===== src/rtl/mul_div_ctrl.sv =====
// Multi-cycle MULT/MULTU/DIV/DIVU sequencer that owns the architectural HI/LO registers.
// Shift-add multiply and restoring divide, one step per cycle over WIDTH cycles.
module mul_div_ctrl #(
    parameter int WIDTH = 32
) (
    input  logic             i_clk,
    input  logic             i_rst,
    input  logic             i_start,
    input  logic [1:0]       i_op,
    input  logic [WIDTH-1:0] i_operand_1,
    input  logic [WIDTH-1:0] i_operand_2,
    input  logic             i_flush,
    input  logic             i_hi_wen,
    input  logic             i_lo_wen,
    input  logic [WIDTH-1:0] i_wdata,
    output logic             o_stall_req,
    output logic             o_busy,
    output logic             o_done,
    output logic [WIDTH-1:0] o_hi,
    output logic [WIDTH-1:0] o_lo
);

    localparam int CW = (WIDTH > 1) ? $clog2(WIDTH) : 1;
    localparam logic [CW-1:0] CNT_LAST = CW'(WIDTH - 1);
    localparam logic [CW-1:0] CNT_ONE  = CW'(1);

    typedef enum logic [1:0] {
        S_IDLE = 2'd0,
        S_MUL  = 2'd1,
        S_DIV  = 2'd2,
        S_DONE = 2'd3
    } state_t;

    state_t             r_state;
    logic [WIDTH-1:0]   r_hi;
    logic [WIDTH-1:0]   r_lo;
    logic [WIDTH-1:0]   r_a;
    logic [WIDTH-1:0]   r_b;
    logic [2*WIDTH-1:0] r_acc;
    logic [CW-1:0]      r_cnt;
    logic               r_busy;
    logic               r_done;
    logic               r_neg_q;
    logic               r_neg_r;

    logic               w_signed;
    logic               w_sign_a;
    logic               w_sign_b;
    logic [WIDTH-1:0]   w_mag_a;
    logic [WIDTH-1:0]   w_mag_b;
    logic               w_accept;
    logic               w_div_zero;
    logic [WIDTH:0]     w_mul_sum;
    logic [2*WIDTH-1:0] w_mul_next;
    logic [2*WIDTH-1:0] w_prod;
    logic [WIDTH:0]     w_div_shift;
    logic [WIDTH:0]     w_div_diff;
    logic               w_div_ge;
    logic [2*WIDTH-1:0] w_div_next;
    logic [WIDTH-1:0]   w_quot;
    logic [WIDTH-1:0]   w_rem;

    // Operand magnitudes and sign flags; op[0]=0 selects the signed variants.
    assign w_signed   = ~i_op[0];
    assign w_sign_a   = w_signed & i_operand_1[WIDTH-1];
    assign w_sign_b   = w_signed & i_operand_2[WIDTH-1];
    assign w_mag_a    = w_sign_a ? (-i_operand_1) : i_operand_1;
    assign w_mag_b    = w_sign_b ? (-i_operand_2) : i_operand_2;
    assign w_accept   = (r_state == S_IDLE) && i_start && !i_flush;
    assign w_div_zero = i_op[1] && (i_operand_2 == {WIDTH{1'b0}});

    // Multiply step: low half holds the remaining multiplier bits, product shifts in from the top.
    assign w_mul_sum  = {1'b0, r_acc[2*WIDTH-1:WIDTH]} + (r_acc[0] ? {1'b0, r_a} : {(WIDTH+1){1'b0}});
    assign w_mul_next = {w_mul_sum, r_acc[WIDTH-1:1]};
    assign w_prod     = r_neg_q ? (-w_mul_next) : w_mul_next;

    // Divide step: upper half is the partial remainder, lower half dividend bits turning into quotient.
    assign w_div_shift = {r_acc[2*WIDTH-1:WIDTH], r_acc[WIDTH-1]};
    assign w_div_diff  = w_div_shift - {1'b0, r_b};
    assign w_div_ge    = ~w_div_diff[WIDTH];
    assign w_div_next  = {(w_div_ge ? w_div_diff[WIDTH-1:0] : w_div_shift[WIDTH-1:0]),
                          r_acc[WIDTH-2:0], w_div_ge};
    assign w_quot      = r_neg_q ? (-w_div_next[WIDTH-1:0]) : w_div_next[WIDTH-1:0];
    assign w_rem       = r_neg_r ? (-w_div_next[2*WIDTH-1:WIDTH]) : w_div_next[2*WIDTH-1:WIDTH];

    assign o_stall_req = w_accept || r_busy;
    assign o_busy      = r_busy;
    assign o_done      = r_done;
    assign o_hi        = r_hi;
    assign o_lo        = r_lo;

    // Sequencer FSM, datapath registers and HI/LO write-back.
    always_ff @(posedge i_clk) begin
        if (i_rst) begin
            r_state <= S_IDLE;
            r_hi    <= {WIDTH{1'b0}};
            r_lo    <= {WIDTH{1'b0}};
            r_a     <= {WIDTH{1'b0}};
            r_b     <= {WIDTH{1'b0}};
            r_acc   <= {(2*WIDTH){1'b0}};
            r_cnt   <= {CW{1'b0}};
            r_busy  <= 1'b0;
            r_done  <= 1'b0;
            r_neg_q <= 1'b0;
            r_neg_r <= 1'b0;
        end else begin
            r_done <= 1'b0;
            case (r_state)
                S_IDLE: begin
                    if (w_accept) begin
                        r_a     <= w_mag_a;
                        r_b     <= w_mag_b;
                        r_cnt   <= {CW{1'b0}};
                        r_neg_q <= w_sign_a ^ w_sign_b;
                        r_neg_r <= w_sign_a;
                        if (w_div_zero) begin
                            r_hi    <= i_operand_1;
                            r_lo    <= {WIDTH{1'b1}};
                            r_state <= S_DONE;
                            r_done  <= 1'b1;
                        end else if (i_op[1]) begin
                            r_acc   <= {{WIDTH{1'b0}}, w_mag_a};
                            r_state <= S_DIV;
                            r_busy  <= 1'b1;
                        end else begin
                            r_acc   <= {{WIDTH{1'b0}}, w_mag_b};
                            r_state <= S_MUL;
                            r_busy  <= 1'b1;
                        end
                    end else begin
                        if (i_hi_wen) r_hi <= i_wdata;
                        if (i_lo_wen) r_lo <= i_wdata;
                    end
                end
                S_MUL, S_DIV: begin
                    if (i_flush) begin
                        r_state <= S_IDLE;
                        r_busy  <= 1'b0;
                        r_cnt   <= {CW{1'b0}};
                    end else begin
                        r_acc <= (r_state == S_MUL) ? w_mul_next : w_div_next;
                        r_cnt <= r_cnt + CNT_ONE;
                        if (r_cnt == CNT_LAST) begin
                            r_state <= S_DONE;
                            r_busy  <= 1'b0;
                            r_done  <= 1'b1;
                            if (r_state == S_MUL) begin
                                r_hi <= w_prod[2*WIDTH-1:WIDTH];
                                r_lo <= w_prod[WIDTH-1:0];
                            end else begin
                                r_hi <= w_rem;
                                r_lo <= w_quot;
                            end
                        end
                    end
                end
                S_DONE: begin
                    // start is ignored here so the finishing instruction cannot retrigger.
                    r_state <= S_IDLE;
                    if (!i_flush) begin
                        if (i_hi_wen) r_hi <= i_wdata;
                        if (i_lo_wen) r_lo <= i_wdata;
                    end
                end
                default: begin
                    r_state <= S_IDLE;
                    r_busy  <= 1'b0;
                end
            endcase
        end
    end

endmodule

===== config.mk =====
export PLATFORM = sky130hd
export DESIGN_NAME = mul_div_ctrl
export DESIGN_NICKNAME = d
export VERILOG_FILES = /design/src/rtl/mul_div_ctrl.sv
export SDC_FILE = /design/constraint.sdc
export NUM_CORES = 1
export LEC_CHECK = 0
export CAP_MARGIN = 20
export CORE_UTILIZATION = 35
export CTS_BUF_LIST = sky130_fd_sc_hd__clkbuf_2 sky130_fd_sc_hd__clkbuf_4 sky130_fd_sc_hd__clkbuf_8
export DETAILED_ROUTE_END_ITERATION = 10
export PLACE_DENSITY = 0.5
export SETUP_SLACK_MARGIN = 0.4
export SLEW_MARGIN = 40
export SYNTH_ARGS = -nofsm -noshare
export SYNTH_HDL_FRONTEND = slang
export SYNTH_SLANG_ARGS = --single-unit

===== constraint.sdc =====
create_clock -name i_clk -period 10.18 [get_ports i_clk]
set_input_delay 2.036 -clock i_clk [delete_from_list [all_inputs] [get_ports i_clk]]
set_output_delay 2.036 -clock i_clk [all_outputs]
set_load 0.02 [all_outputs]

Word-level counts from Yosys, hierarchy flattened
Index checks and enable logic that the tools add are counted.
- bitwise logic cells: 5
- reduce and logical (&&, ||, !) cells: 15
- muxes and demuxes: 48
- add/sub/neg operators: 8
- equal/unequal tests: 11
- operators with widths (operator ; number):
    two-way mux 32 bit ; 21
    two-way mux 64 bit ; 5
    case mux 32 bit (3 select lines) ; 2
    negation 32 bit ; 4
    case mux 64 bit (2 select lines) ; 1
    negation 64 bit ; 1
    adder 32 x 32 -> 33 bit ; 1
    subtractor 33 x 32 -> 33 bit ; 1
    logical NOT 32 bit ; 1
    AND reduction 4 bit ; 3
    two-way mux 2 bit ; 5
    two-way mux 5 bit ; 2
    != test 2 bit (second input constant) ; 5
    case mux 5 bit (2 select lines) ; 1
    two-way mux 1 bit ; 8
    != test 3 bit (second input constant) ; 2
    case mux 2 bit (3 select lines) ; 1
    AND reduction 2 bit ; 3
    adder 5 x 1 -> 5 bit (second input constant) ; 1
    equality test 5 bit (second input constant) ; 1
    equality test 2 bit (second input constant) ; 2
    case mux 1 bit (2 select lines) ; 2
    logical AND 1 bit ; 3
    AND 1 bit ; 2
    8 further kinds ; 9
- output and inout port bits: 67
- bits in registers: 203
- input bits: 104

Longest topological paths before layout
Gate-level depths: netlist of the first run.
- word-level depth: 8
- gate-level depth with buffers: 26
- gate-level depth less buffers: 23

Worst setup path after synthesis of the first run
No wires, ideal clock.
- path type: register -> register
- start point: register r_acc[31]
- end point: register r_lo[20] (netlist: o_lo[20])
- data required time: 10052 ps
- period minus slack after synthesis: 5199 ps
- setup time: 128 ps
- path slack: 4981 ps
- arrival: 5071 ps
- stages on the path, launching flop included: 27
- buffers on the path: 3
- cell sequence: dfxtp_1 inv_1 ha_1 fa_1 nor2b_1 o31a_1 o21ai_1 o41ai_1 and4_1 o21a_1 nor2_1 inv_1 clkbuf_1 clkbuf_1 ha_1 clkbuf_1 inv_1 or3_1 nor2_1 nand2_1 o21ai_0 xor2_1 o21ai_0 a221oi_1 nor2_1 a21oi_1 nor2_1
- longest elaborated chain between the ends: 8
- RTL lines (item ; line ; text):
    from (decl) ; 39 ; logic [2*WIDTH-1:0] r_acc;
    from (signal assigned) ; 100 ; r_acc <= {(2*WIDTH){1'b0}};
    from (signal assigned) ; 122 ; r_acc <= {{WIDTH{1'b0}}, w_mag_a};
    from (signal assigned) ; 126 ; r_acc <= {{WIDTH{1'b0}}, w_mag_b};
    subtractor 33 x 32 -> 33 bit ; 79 ; assign w_div_diff = w_div_shift - {1'b0, r_b};
    inverter 1 bit ; 80 ; assign w_div_ge = ~w_div_diff[WIDTH];
    negation 32 bit ; 83 ; assign w_quot = r_neg_q ? (-w_div_next[WIDTH-1:0]) : w_div_next[WIDTH-1:0];
    two-way mux 32 bit ; 83 ;
    two-way mux 32 bit ; 147 ; if (r_state == S_MUL) begin
    two-way mux 32 bit ; 143 ; if (r_cnt == CNT_LAST) begin
    two-way mux 32 bit ; 136 ; if (i_flush) begin
    case mux 32 bit (3 select lines) ; 108 ; case (r_state)
    to (signal assigned) ; 118 ; r_lo <= {WIDTH{1'b1}};
    to (signal assigned) ; 149 ; r_lo <= w_prod[WIDTH-1:0];
    to (signal assigned) ; 152 ; r_lo <= w_quot;
    to (decl) ; 36 ; logic [WIDTH-1:0] r_lo;
No other way between the ends. The select of a mux whose other input is x is not followed.
A chain may end at the register's enable or synchronous reset.

Worst setup path in the final report of the first run
Same ends and word-level chain as after synthesis.

==> impl_metrics.csv, run 1 <==
group,metric,value,unit
pwr,p_int,2.761,mW
placement,gp_congestion,0.9684,
route,wl,91.93,mm
route,drtAntennaViolNets,0,
route,vias,21890,
floorplanning,die-width,235.9,µm
cells_and_area,area_growth_syn_to_layout,17.13,%
route,route.detailed.drc,0,
route,dr.first_iter.drc_count,2476,
floorplanning,boundaryPins,171,
synth,syn_avg_cell_area,7.082,µm²
clock_network,clock-sinks,203,
timing,finalSetupViolCount,0,
setup_path,critical_path_class,"register to register",
setup_path,start_kind,"register",
global_routing,grt_pass1_wl,133.2,mm
cells_and_area,layout_common_cells,"nor2_1, nand2_1, a21oi_1",
setup_path,cp_num_buf_inv,5,
floorplanning,start_util,35.51,%
setup_path,worstPathMaxFanout,44,
route,firstDrtPassIters,6,
synth,synthesis.nets,2884,
floorplanning,rows,85,
placement,dpl_worst_slack,3.460,ns
synth,ys.flop_type,"dfxtp_1",
synth,synth_top_area_cell,"dfxtp_1",
timing,timing.final.crit_period,6.550,ns
cells_and_area,n_fill_cell,5622,
setup_path,critPathTopFamily,"compound AO/OA/AOI/OAI gates",
timing,setup_tns,0,ns
synth,synth_top_area_share,21.22,%
clock_network,cts-root-buf,"clkbuf_8",
hold_path,min_path_type,"register to register",
global_routing,grt_max_degree,83,
clock_network,clkSlewWorstSetupHoldPaths,0.07,ns
pwr,peakVddDrop,0.1277,mV
clock_network,cts_made_buffers,45,
flow_run,drv_cap,0,
synth,yosys_warnings,0,
pwr,p_leak,8.367,nW
clock_network,cts_hold_buffers,0,
timing,hold_viol_final,0,
floorplanning,die_area,55650,µm²
setup_path,cpPeakStageDelay,0.63,ns
clock_network,tritoncts,"done",
timing,tightestPinTransition,0.9735,ns
cells_and_area,final_common_cell,"nor2_1",
timing,clock_skew,0.03914,ns
synth,synth_cell_types,88,
timing,rsz0062_at_grt,"no",
pwr,swShare,51.91,%
setup_path,required,10.69,ns
synth,ys_seq_area_share,21.22,%
floorplanning,dieHeight,235.9,µm
timing,fin_ws,3.630,ns
timing,post-route-period-util,64.35,%
route,wire_per_inst,26.29,µm
cells_and_area,final_nets,2944,
cells_and_area,drive_above_1_share,7.896,%
route,avgViaCountPerCell,6.261,
timing,fmax,152.7,MHz
global_routing,grt_pass1_vias,19710,
pwr,power_frac_comb,59.8,%
clock_network,clock_path_buffers,3,
setup_path,cp_slowest_cell,"o41ai_1",
placement,io_buffers,170,
pwr,clkPwrFrac,18.3,%
global_routing,overflow,0,
global_routing,antenna_found_initial,3,
timing,slew_viol_final,0,
synth,async_reset_ff_share,0,%
synth,syn_area,19150,µm²
setup_path,crit_arrival,7.06,ns
placement,dp_hpwl,70.33,mm
pwr,power.density,255.9,nW/µm²
global_routing,track_usage,31.71,%
synth,synthTopCellsByArea,"dfxtp_1, nor2_1, a21oi_1",
floorplanning,coreArea,53920,µm²
timing,max-slew-margin-rel,34.96,%
clock_network,h-tree-depth,2,
pwr,p_seq_share,21.8,%
setup_path,cp-end-kind,"register",
pwr,p_sw,2.980,mW
clock_network,cts_setup_buffers,0,
cells_and_area,ff_latch_area,4069,µm²
outcome,status,"finished, final reports clean",
clock_network,post_cts_resized,0,
clock_network,clkLatencyLatePin,0.65,ns
synth,ys_ff_latch,203,
synth,synth_edf_count,0,
synth,synth_cells,2704,
cells_and_area,multi_input_area,14080,µm²
## power by group through the flow
stage	sequential (mW)	clock (mW)	combinational, mW
2_1_floorplan	1.26	0	2.08
3_3_place_gp	1.25	0	3.32
3_5_place_dp	1.26	0	3.34
4_1_cts	1.24	1.07	3.36
5_1_grt	1.27	1.10	3.68
6_report	1.25	1.05	3.43
## registers in the layout, indices dropped and copies added (netlist names)
register and flops:
o_busy 1, o_done 1, o_hi 32, o_lo 32, r_a 32, r_acc 64
r_b 32, r_cnt 5, r_neg_q 1, r_neg_r 1, r_state 2
## synthesized netlist by cell type, types with 10 or more instances
library cell / n
nand3_1: 53
mux2i_1: 67
o21ai_0: 156
ha_1: 74
xor2_1: 72
o311ai_0: 19
a311oi_1: 20
a21oi_1: 220
nand2b_1: 13
nor2b_1: 17
or3_1: 25
dfxtp_1: 203
o21a_1: 18
or4_1: 10
a21o_1: 19
mux2_2: 52
and2_1: 44
nor4_1: 28
o22ai_1: 16
and3_1: 13
clkbuf_1: 165
o21bai_1: 10
nor2_1: 380
nand2_1: 271
a32oi_1: 14
nor3_1: 71
inv_1: 90
xnor2_1: 89
nand4_1: 19
buf_1: 23
o41ai_1: 12
a22oi_1: 19
a222oi_1: 12
a31oi_1: 24
o221ai_1: 10
o31ai_1: 32
a221oi_1: 17
o211ai_1: 45
a211oi_1: 133
## final cells by class
| type | instances | share of cell area (%) |
|---|---|---|
| Clock buffer | 69 | 3.899 |
| Clock inverter | 13 | 0.6025 |
| Timing Repair Buffer | 210 | 9.160 |
| Multi-Input combinational cell | 2213 | 62.78 |
| Sequential cell | 203 | 18.14 |
| Inverter | 91 | 1.523 |
| Antenna cell | 1 | 0.01116 |
| Tap cell | 696 | 3.883 |
## tightest hold or removal path, delay by kind of cell (launching register included)
family / cells / cell delay [ns]
simple gates: 1 / 0.05
flops: 1 / 0.31
compound gates: 1 / 0.05
## logic make-up after synthesis
group | synth area share [%]
and+or+nand+nor | 23.50
AOI/OAI and AO/OA | 30.44
buffers and inverters | 5.782
DFF | 21.22
xor gates and xnor gates | 7.449
muxes | 6.560
adders and majority gates | 5.044
## metrics by stage
| stage | power (mW) | utilization, % | cell area (µm²) | hold slack (ns) | std cells |
|---|---|---|---|---|---|
| 6_report | 5.741 | 41.60 | 22430 | 0.4605 | 3496 |
| 5_1_grt | 6.048 | 41.60 | 22430 | 0.4866 | 3496 |
| 4_1_cts | 5.671 | 41.52 | 22390 | 0.4624 | 3493 |
| 3_5_place_dp | 4.603 | 39.65 | 21380 | 0.4546 | 3411 |
| 3_3_place_gp | 4.577 | 39.50 | 21300 | 0.4407 | 3409 |
| 2_1_floorplan | 3.343 | - | 19150 | 0.4317 | 2704 |
## routing by layer
metal | wire length [µm] | global-route usage (%) | part of all wire, % | vias up
met2 | 38090 | 46.15 | 41 | 1131
li1 | - | - | - | 10070
met3 | 8894 | 6.483 | 9.7 | 117
met4 | 2348 | 8.655 | 2.6 | 4
met5 | 29 | 0 | 0.032 | -
met1 | 42560 | 46.62 | 46 | 10570
## final timing paths
kind | start | end | slack [ns] | cells after the start
setup / recovery | r_acc[31]$_SDFFE_PP0P_ | o_lo[20]$_SDFFE_PP0P_ | 3.63 | 25
hold / removal | r_cnt[4]$_SDFFE_PP0P_ | r_cnt[4]$_SDFFE_PP0P_ | 0.46 | 2
setup reg to reg | r_acc[31]$_SDFFE_PP0P_ | o_lo[20]$_SDFFE_PP0P_ | 3.63 | 25
hold reg to reg | r_cnt[4]$_SDFFE_PP0P_ | r_cnt[4]$_SDFFE_PP0P_ | 0.46 | 2
Note: power is estimated with default switching activity, not from simulation.
==> run 2: changes to the inputs <==
Settings changed: PLACE_DENSITY 0.5 to 0.52.
Clock period 10.18 ns to 5.5 ns, I/O delays scaled along.
==> impl_metrics.csv, run 2 (synthesis gave the netlist of run 1 again) <==
group,metric,value,unit
route,vias,22060,
timing,timing.final.crit_period,4.798,ns
floorplanning,die-width,235.9,µm
cells_and_area,layout_common_cells,"nor2_1, nand2_1, a21oi_1",
setup_path,r2r_cells,15,
timing,setup_tns,0,ns
setup_path,critPathTopFamily,"compound AO/OA/AOI/OAI gates",
global_routing,grt_pass1_wl,137.7,mm
global_routing,grt_pass1_vias,20260,
placement,dpl_worst_slack,0.1113,ns
clock_network,cts-root-buf,"clkbuf_8",
route,dr.first_iter.drc_count,2656,
cells_and_area,n_fill_cell,5549,
clock_network,cts_hold_buffers,0,
timing,slew_viol_final,0,
timing,finalSetupViolCount,0,
cells_and_area,final_cell_area,22900,µm²
floorplanning,boundaryPins,171,
hold_path,min_from,"r_cnt[4]$_SDFFE_PP0P_",
clock_network,clkSlewWorstSetupHoldPaths,0.06,ns
cells_and_area,multi_input_area,14130,µm²
cells_and_area,regMostFlops,"r_acc",
pwr,total_power,10.82,mW
placement,dp_hpwl,73.89,mm
timing,clock_skew,0.04317,ns
pwr,p_leak,8.672,nW
clock_network,clock_path_buffers,3,
floorplanning,dieHeight,235.9,µm
setup_path,required,6.05,ns
route,drtAntennaViolNets,0,
setup_path,crit_chain,"inv_1, fa_1, nor2b_1, o31a_1, o21ai_1, o41ai_4, and4_1, nor3_2, nor2_4, clkbuf_8, mux2_2, o41ai_1, xnor2_1, a2bb2oi_1, a311oi_1",
timing,hold_viol_final,0,
timing,rsz0062_at_grt,"no",
setup_path,cp_num_buf_inv,2,
clock_network,cts_setup_buffers,0,
floorplanning,rows,85,
setup_path,worstPathMaxFanout,43,
timing,post-route-period-util,87.24,%
clock_network,clkLatencyLatePin,0.65,ns
setup_path,cp-end-kind,"register",
flow_run,drv_cap,0,
route,avgViaCountPerCell,6.210,
placement,gp_congestion,0.9871,
setup_path,rr_startpoint,"r_acc[32]$_SDFFE_PP0P_",
global_routing,track_usage,33.09,%
clock_network,tritoncts,"done",
clock_network,clock-sinks,203,
setup_path,cpPeakStageDelay,0.59,ns
setup_path,critical_path_class,"register to register",
route,firstDrtPassIters,6,
timing,max-slew-margin-rel,39.84,%
timing,fin_ws,0.7018,ns
setup_path,crit_arrival,5.35,ns
hold_path,min_path_type,"register to register",
route,wire_per_inst,26.80,µm
clock_network,h-tree-depth,2,
route,wl,95.20,mm
outcome,status,"finished, final reports clean",
placement,dpl_cell_area,21830,µm²
cells_and_area,drive_above_1_share,9.804,%
placement,io_buffers,170,
pwr,peakVddDrop,0.3483,mV
cells_and_area,final_nets,3003,
setup_path,start_kind,"register",
hold_path,holdPathEnd,"r_cnt[4]$_SDFFE_PP0P_",
timing,fmax,208.4,MHz
clock_network,cts_made_buffers,44,
hold_path,hold_depth,2,
pwr,power.density,472.6,nW/µm²
cells_and_area,area_growth_syn_to_layout,19.57,%
route,route.detailed.drc,0,
setup_path,rr_endpoint,"o_hi[29]$_SDFFE_PP0P_",
cells_and_area,ff_latch_area,4066,µm²
global_routing,grt_max_degree,116,
global_routing,overflow,0,
floorplanning,die_area,55650,µm²
cells_and_area,largest_reg_flops,64,
setup_path,cp_slowest_cell,"o41ai_1",
floorplanning,coreArea,53920,µm²
floorplanning,start_util,35.51,%
timing,tightestPinTransition,0.9023,ns
cells_and_area,final_common_cell,"nor2_1",
global_routing,antenna_found_initial,4,
setup_path,r2r_slack,0.70,ns
[run 2: changes by cell type in the layout (fill, tap and decap cells not counted), sizes merged]
| cell | delta |
|---|---|
| inv | +1 |
| clkbuf | -2 |
| bufinv | -1 |
| clkinv | +2 |
| buf | +60 |
| clkinvlp | -3 |
[run 2: area by class of cell]
cell class,instances,share of cell area (%)
antenna,1,0.01093
multi-input combinational,2213,61.69
tap,696,3.803
clock inverter,12,0.4481
clock buffer,67,3.836
inverter,91,1.492
timing repair buffer,270,10.96
sequential,203,17.76
[run 2: timing repair]
item	in CTS	in global routing
resized for setup	4	6
setup endpoints to repair	15	14
cloned	0	0
endpoints found under the hold margin	0	0
pin swaps	0	2
[run 2: how the worst max path moves through the flow]
stage	from	endpoint	slack [ns]	cells past startpoint
2_1_floorplan	r_acc[31]$_SDFFE_PP0P_	o_lo[20]$_SDFFE_PP0P_	0.53	26
3_3_place_gp	r_acc[31]$_SDFFE_PP0P_	o_hi[28]$_SDFFE_PP0P_	0.20	16
3_5_place_dp	r_acc[31]$_SDFFE_PP0P_	o_hi[28]$_SDFFE_PP0P_	0.11	16
4_1_cts	r_acc[0]$_SDFFE_PP0P_	o_hi[22]$_SDFFE_PP0P_	0.60	14
5_1_grt	r_acc[32]$_SDFFE_PP0P_	o_lo[8]$_SDFFE_PP0P_	0.42	20
6_report	r_acc[32]$_SDFFE_PP0P_	o_hi[29]$_SDFFE_PP0P_	0.70	15
[run 2: worst reg2reg max path, cell delays in order (launching register included)]
cell and delay, ns:
dfxtp_1 0.46, inv_1 0.15, fa_1 0.45, nor2b_1 0.17, o31a_1 0.22, o21ai_1 0.22
o41ai_4 0.35, and4_1 0.33, nor3_2 0.08, nor2_4 0.20, clkbuf_8 0.44, mux2_2 0.49
o41ai_1 0.60, xnor2_1 0.23, a2bb2oi_1 0.10, a311oi_1 0.24
[run 2: metrics by stage]
stage | std cells | hold slack [ns] | utilization (%)
global route | 3553 | 0.4955 | 42.46
floorplan | 2704 | 0.4317 | -
finish | 3553 | 0.4748 | 42.46
CTS | 3551 | 0.4692 | 42.35
global placement | 3471 | 0.4426 | 40.43
detailed placement | 3472 | 0.4613 | 40.49
[run 2: routing by layer]
layer  up-vias  global-route usage (%)  wire (µm)
met5         -                       0          0
li1      10190                       -          -
met4         0                   9.309       2658
met2      1116                   47.61      38970
met3       108                   5.676       8781
met1     10650                   49.65      44800
[run 2: power breakdown]
part           internal [mW]  switching (mW)  total (mW)  leakage, nW
combinational           2.29            4.32        6.61         6.49
sequential              1.85           0.454        2.31         1.67
clock                   1.07           0.838        1.91        0.521
total                   5.21            5.61        10.8         8.67
